<file path="config.mk">
export PLATFORM = sky130hd
export DESIGN_NAME = uart_rx
export DESIGN_NICKNAME = d
export VERILOG_FILES = /design/src/rtl/uart_rx.sv
export SDC_FILE = /design/constraint.sdc
export NUM_CORES = 1
export LEC_CHECK = 0
export ABC_CLOCK_PERIOD_IN_PS = 1800
export CAP_MARGIN = 20
export CORE_UTILIZATION = 40
export CTS_BUF_LIST = sky130_fd_sc_hd__clkbuf_4 sky130_fd_sc_hd__clkbuf_8
export DETAILED_ROUTE_END_ITERATION = 16
export SLEW_MARGIN = 20
export SYNTH_ARGS = -nofsm -noshare
export SYNTH_HDL_FRONTEND = slang
export SYNTH_SLANG_ARGS = --single-unit
</file>
<file path="constraint.sdc">
create_clock -name clk -period 1.8 [get_ports clk]
set_input_delay 0.18 -clock clk [delete_from_list [all_inputs] [get_ports clk]]
set_output_delay 0.18 -clock clk [all_outputs]
set_load 0.02 [all_outputs]
</file>
<file path="src/rtl/uart_rx.sv">
// uart_rx: 8N1 serial receiver, 16x-style oversampling, one-deep holding register.
// Ports: clk, reset (sync, active-high), rx_en tick, rx_in line, read_en ack;
//        rx_out byte, rx_valid level, frame_err/overrun pulses, busy.
module uart_rx #(
  parameter int OVERSAMPLE = 16
) (
  input  logic       clk,
  input  logic       reset,
  input  logic       rx_en,
  input  logic       rx_in,
  input  logic       read_en,
  output logic [7:0] rx_out,
  output logic       rx_valid,
  output logic       frame_err,
  output logic       overrun,
  output logic       busy
);

  localparam int TW = $clog2(OVERSAMPLE);

  localparam logic [TW-1:0] HALF_LAST =
    TW'(OVERSAMPLE / 2 - 1);
  localparam logic [TW-1:0] FULL_LAST =
    TW'(OVERSAMPLE - 1);
  localparam logic [TW-1:0] TICK_ONE = TW'(1);

  typedef enum logic [2:0] {
    IDLE,
    START,
    DATA,
    STOP,
    WAIT_HIGH
  } state_t;

  state_t state_q;
  state_t state_d;

  logic          sync_q;
  logic          rx_s;

  logic [TW-1:0] tick_q;
  logic [TW-1:0] tick_d;
  logic [2:0]    bit_q;
  logic [2:0]    bit_d;
  logic [7:0]    shift_q;
  logic [7:0]    shift_d;

  logic [7:0]    out_d;
  logic          valid_d;
  logic          ferr_d;
  logic          ovr_d;

  logic          tick_half;
  logic          tick_full;

  assign tick_half = (tick_q == HALF_LAST);
  assign tick_full = (tick_q == FULL_LAST);

  assign busy = (state_q != IDLE);

  always_ff @(posedge clk) begin
    if (reset) begin
      sync_q    <= 1'b1;
      rx_s      <= 1'b1;
      state_q   <= IDLE;
      tick_q    <= '0;
      bit_q     <= '0;
      shift_q   <= '0;
      rx_out    <= 8'h00;
      rx_valid  <= 1'b0;
      frame_err <= 1'b0;
      overrun   <= 1'b0;
    end else begin
      sync_q    <= rx_in;
      rx_s      <= sync_q;
      state_q   <= state_d;
      tick_q    <= tick_d;
      bit_q     <= bit_d;
      shift_q   <= shift_d;
      rx_out    <= out_d;
      rx_valid  <= valid_d;
      frame_err <= ferr_d;
      overrun   <= ovr_d;
    end
  end

  always_comb begin
    state_d = state_q;
    tick_d  = tick_q;
    bit_d   = bit_q;
    shift_d = shift_q;
    out_d   = rx_out;
    // a read drops the held byte unless a load
    // overrides it below in the same cycle
    valid_d = rx_valid & ~read_en;
    ferr_d  = 1'b0;
    ovr_d   = 1'b0;

    if (rx_en) begin
      unique case (state_q)
        IDLE: begin
          if (!rx_s) begin
            state_d = START;
            tick_d  = '0;
          end
        end

        START: begin
          if (!tick_half) begin
            tick_d = tick_q + TICK_ONE;
          end else if (!rx_s) begin
            state_d = DATA;
            tick_d  = '0;
            bit_d   = '0;
          end else begin
            // line rose before mid-start: glitch
            state_d = IDLE;
            tick_d  = '0;
          end
        end

        DATA: begin
          if (!tick_full) begin
            tick_d = tick_q + TICK_ONE;
          end else begin
            shift_d = {rx_s, shift_q[7:1]};
            tick_d  = '0;
            if (bit_q == 3'd7) begin
              state_d = STOP;
            end else begin
              bit_d = bit_q + 3'd1;
            end
          end
        end

        STOP: begin
          if (!tick_full) begin
            tick_d = tick_q + TICK_ONE;
          end else begin
            tick_d = '0;
            if (rx_s) begin
              out_d   = shift_q;
              valid_d = 1'b1;
              ovr_d   = rx_valid & ~read_en;
              state_d = IDLE;
            end else begin
              // keep the old byte; hold off until
              // the line idles so a break is one error
              ferr_d  = 1'b1;
              state_d = WAIT_HIGH;
            end
          end
        end

        WAIT_HIGH: begin
          if (rx_s) begin
            state_d = IDLE;
            tick_d  = '0;
          end
        end

        default: begin
          state_d = IDLE;
          tick_d  = '0;
        end
      endcase
    end
  end

endmodule
</file>
Word level (Yosys, flattened, before mapping)
Index checks and enable logic that the tools add are counted.
Operators by class
  reduce and logical (&&, ||, !) cells: 11
  equal/unequal tests: 15
  multiplexer cells: 24
  bitwise operators: 6
  add/sub/neg operators: 2
Operator list (number)
  $mux W3: 11
  $mux W4: 4
  $ne A2 B2 Y1 const B: 8
  $pmux W4 S4: 1
  $pmux W3 S5: 1
  $reduce_and A7 Y1: 1
  $eq A3 B2 Y1 const B: 2
  $eq A3 B3 Y1 const B: 2
  $pmux W3 S2: 1
  $reduce_and A3 Y1: 2
  $reduce_and A6 Y1: 1
  $mux W1: 5
  $not A1 Y1: 5
  $reduce_or A5 Y1: 1
  $add A4 B1 Y4 const B: 1
  $eq A4 B3 Y1 const B: 1
  $eq A4 B4 Y1 const B: 1
  $reduce_and A4 Y1: 1
  $reduce_or A4 Y1: 1
  $add A3 B1 Y3 const B: 1
  $eq A3 B1 Y1 const B: 1
  $logic_not A3 Y1: 1
  $reduce_bool A3 Y1: 1
  $mux W2: 1
  3 further kinds: 3
Word-level totals
  flip-flop bits (word level): 31
  output and inout bits: 12

Logic depth before layout (Yosys ltp)
  depth after elaboration: 6
  gate-level depth with buffers: 6
  depth with buffers taken out: 6

Worst setup path before layout
OpenSTA, ideal clock, no wires.
  path type: flip-flop to flip-flop
  start: reg tick_q[0]
  end: reg rx_out[0]
  arrival: 1.569 ns
  setup time: 0.128 ns
  period minus slack after synthesis: 1.697 ns
  path slack: 0.103 ns
  buffers on the path: 1
  cell stages (with the launch flop): 7
  cell sequence: dfxtp_1 > ha_1 > nand3_2 > or4b_1 > buf_4 > mux2i_1 > nor2_1
On the way
  cells in the longest elaborated chain, start to end: 2
RTL lines
  start: declaration: RTL line 41  | logic [TW-1:0] tick_q;
  start signal: assignment: RTL line 77  | tick_q <= tick_d;
  $eq A4 B4 Y1: RTL line 57  | assign tick_full = (tick_q == FULL_LAST);
  $reduce_and A4 Y1 (no source line)
  end signal: assignment: RTL line 80  | rx_out <= out_d;
  end: declaration: RTL line 12  | output logic [7:0] rx_out,
No other way between the ends.
A chain may end at the register's enable or synchronous reset.

Final worst setup path
  start: reg tick_q[0]
  end: reg state_q[2]
On the way
  cells in the longest elaborated chain, start to end: 3
RTL lines
  $eq A4 B4 Y1 or $eq A4 B3 Y1 (tied branches): RTL line 57, 56
  $ne A2 B2 Y1 (no source line)
  $reduce_and A7 Y1 (no source line) *
  end signal: assignment: RTL line 76  | state_q <= state_d;
  end: declaration: RTL line 35  | state_t state_q;
Every way passes the cells marked *; elsewhere a longest branch is shown, timed or not.

==> results.json <==
{
  "outcome": "completed",
  "layout.nets": 176,
  "routed_wl_um": 2510,
  "io_buffers": 16,
  "gp_congestion": 0.831,
  "p_per_area_mw_per_mm2": 719,
  "ys_seq_area_share_pct": 45.6,
  "cts_buffer_depth": 2,
  "holdBufCountCts": 0,
  "stdcell_count": 213,
  "dr.pass1.iters": 4,
  "cts_num_sinks": 31,
  "slowest_stage": "a22oi_1",
  "start_util_pct": 43.5,
  "crit_chain": "ha_1 -> buf_4 -> and3_1 -> a22oi_1 -> inv_1 -> a41o_1",
  "wl_per_cell_um": 11.8,
  "fp.dieH_um": 60.3,
  "crit_arrival_ns": 1.93,
  "period_share_pct": 95.1,
  "grt_pass1_wl_um": 4350,
  "max_freq_ghz": 0.584,
  "n_antenna_cell": 0,
  "dieArea_mm2": 0.00364,
  "critPathKind": "reg -> reg",
  "dr.first_iter.drc_count": 45,
  "synth-seq-cells": 31,
  "synth_compound_area_share_pct": 8.73,
  "critPathLaunchType": "flop",
  "period_minus_slack_ns": 1.71,
  "drc": 0,
  "reg2reg_from": "tick_q[0]",
  "final_cell_mix": "31 x dfxtp_1, 20 x nor2_1, 19 x mux2i_1",
  "syn-num-nets": 149,
  "max_stage_delay_ns": 0.40,
  "cts_root_buf": "clkbuf_4",
  "avgSynthCellArea_um2": 9.65,
  "hold_depth": 1,
  "vias": 1069,
  "ir_worst_vdd_uv": 505,
  "io_pins": 17,
  "ys_types": 36,
  "core_mm2": 0.00313,
  "maxSlewViolCount": 0,
  "placedCellCount": 205,
  "crit_family": "compound AO/OA/AOI/OAI gates",
  "startpoint": "tick_q[0]",
  "postLayoutCellArea_mm2": 0.00168,
  "holdCritStartpoint": "sync_q",
  "min_path_type": "reg -> reg",
  "yosys.area_share.adder_pct": 2.76,
  "final_common_cell": "dfxtp_1",
  "numCtsBuffers": 5,
  "setup_viol_count_final": 0,
  "synth_warnings": 0,
  "endpoint_kind": "flop",
  "relSlewSlack_pct": 65.0,
  "required_ns": 2.01,
  "viasPerCell": 5.02,
  "grt_max_degree": 14,
  "finalClockSkew_ns": 0.00718,
  "tightest_slew_ns": 0.518,
  "synthXorXnorAreaFrac_pct": 1.29,
  "dp_hpwl_um": 1860,
  "path_max_fanout": 6,
  "drv_cap": 0,
  "grt-ovfl-total": 0,
  "syn_area_mm2": 0.00136,
  "rr_worst_depth": 6,
  "cts_tree": "built",
  "syn2layout_area_growth_pct": 23.2,
  "synth.area.mux_share_pct": 14.0,
  "clk_pin_slew_ns": 0.09,
  "clock_latency_ns": 0.32,
  "cp.depth": 6,
  "dpl_cell_area_mm2": 0.00161,
  "cts.repair.resized": 1,
  "grt_setup_unrepaired": "false",
  "finalHoldViolations": 0,
  "fp.dieW_um": 60.3,
  "layout-drive-gt1-share_pct": 16.0,
  "post_cts_buffers": 0,
  "track_usage_pct": 16.7,
  "leakage_nw": 0.699,
  "synth-simple-area-share_pct": 22.1,
  "ant_nets": 0,
  "grt_pass1_vias": 1007,
  "cp.buffers_inverters": 2,
  "antenna_found_initial": 0,
  "synth_top_family_by_area": "simple AND/OR/NAND/NOR gates",
  "place_worst_setup_slack_ns": -0.0172,
  "syn_inst": 141,
  "hold_slack_ns": 0.412,
  "htreeDepth": 2,
  "final.setup.worst_slack_ns": 0.0887,
  "finalSetupTns_ns": 0,
  "rows": 20
}
logic make-up after synthesis:
| logic type | count (synthesis) |
|---|---|
| DFF | 31 |
| muxes | 19 |
| and+or+nand+nor | 56 |
| buffers and inverters | 12 |
| adders and majority gates | 3 |
| AOI/OAI and AO/OA | 18 |
| xor gates and xnor gates | 2 |
power by group:
group	internal, mW	leakage (nW)	switching (mW)
Sequential	0.688	0.250	0.00298
Clock	0.245	0.0420	0.223
Combinational	0.0232	0.407	0.0237
cell usage after synthesis (all sizes together):
| cell type | instances | area, um^2 |
|---|---|---|
| mux2i | 19 | 190 |
| or4b | 3 | 30.0 |
| nand3 | 5 | 30.0 |
| o211a | 1 | 10.0 |
| nand2b | 2 | 12.5 |
| or4 | 1 | 8.76 |
| nor4b | 1 | 8.76 |
| and2 | 1 | 6.26 |
| o21ai | 3 | 15.0 |
| or2 | 2 | 12.5 |
| buf | 5 | 48.8 |
| or3b | 1 | 8.76 |
| o2111ai | 1 | 8.76 |
| or3 | 1 | 6.26 |
| dfxtp | 31 | 621 |
| nor2 | 20 | 75.1 |
| o31ai | 2 | 15.0 |
| a22oi | 1 | 7.51 |
| ha | 3 | 37.5 |
| a31oi | 2 | 12.5 |
| and3 | 1 | 6.26 |
| nor3 | 4 | 31.3 |
| a21oi | 5 | 25.0 |
| nand2 | 11 | 41.3 |
| a41o | 1 | 10.0 |
| xnor2 | 2 | 17.5 |
| inv | 4 | 15.0 |
| nand3b | 3 | 22.5 |
| o211ai | 1 | 7.51 |
| o21bai | 1 | 7.51 |
| clkbuf | 3 | 12.5 |
final timing paths:
check               endpoint  slack [ns]
hold reg to reg         rx_s        0.41
hold / removal          rx_s        0.41
setup reg to reg  state_q[2]        0.09
setup / recovery  state_q[2]        0.09
flip-flops by register name, summed over array words and instances (netlist names):
register	flops
overrun	1
shift_q	8
tick_q	4
bit_q	3
rx_s	1
state_q	3
sync_q	1
frame_err	1
rx_valid	1
rx_out	8
through the flow:
stage | total power, mW | utilization, %
floorplan | 0.733 | -
global placement | 0.754 | 51.3
detailed placement | 0.754 | 51.3
CTS | 1.23 | 53.6
global route | 1.27 | 53.6
finish | 1.21 | 53.6
layer usage:
layer	vias up	routed length (um)	share of wire [%]	GRT usage [%]
met5	-	0	0	0
met4	0	19	0.76	6.64
met3	2	102	4.1	7.68
met2	22	1190	47	26.1
met1	501	1200	48	20.0
li1	544	-	-	-
layout make-up:
type | count | area [um^2]
Multi-Input combinational cell | 98 | 664
Timing Repair Buffer | 28 | 249
Sequential cell | 31 | 621
Fill cell | 295 | 1450
Inverter | 4 | 15.0
Tap cell | 44 | 55.1
Clock buffer | 8 | 72.6
Note: power is estimated with default switching activity, not from simulation.
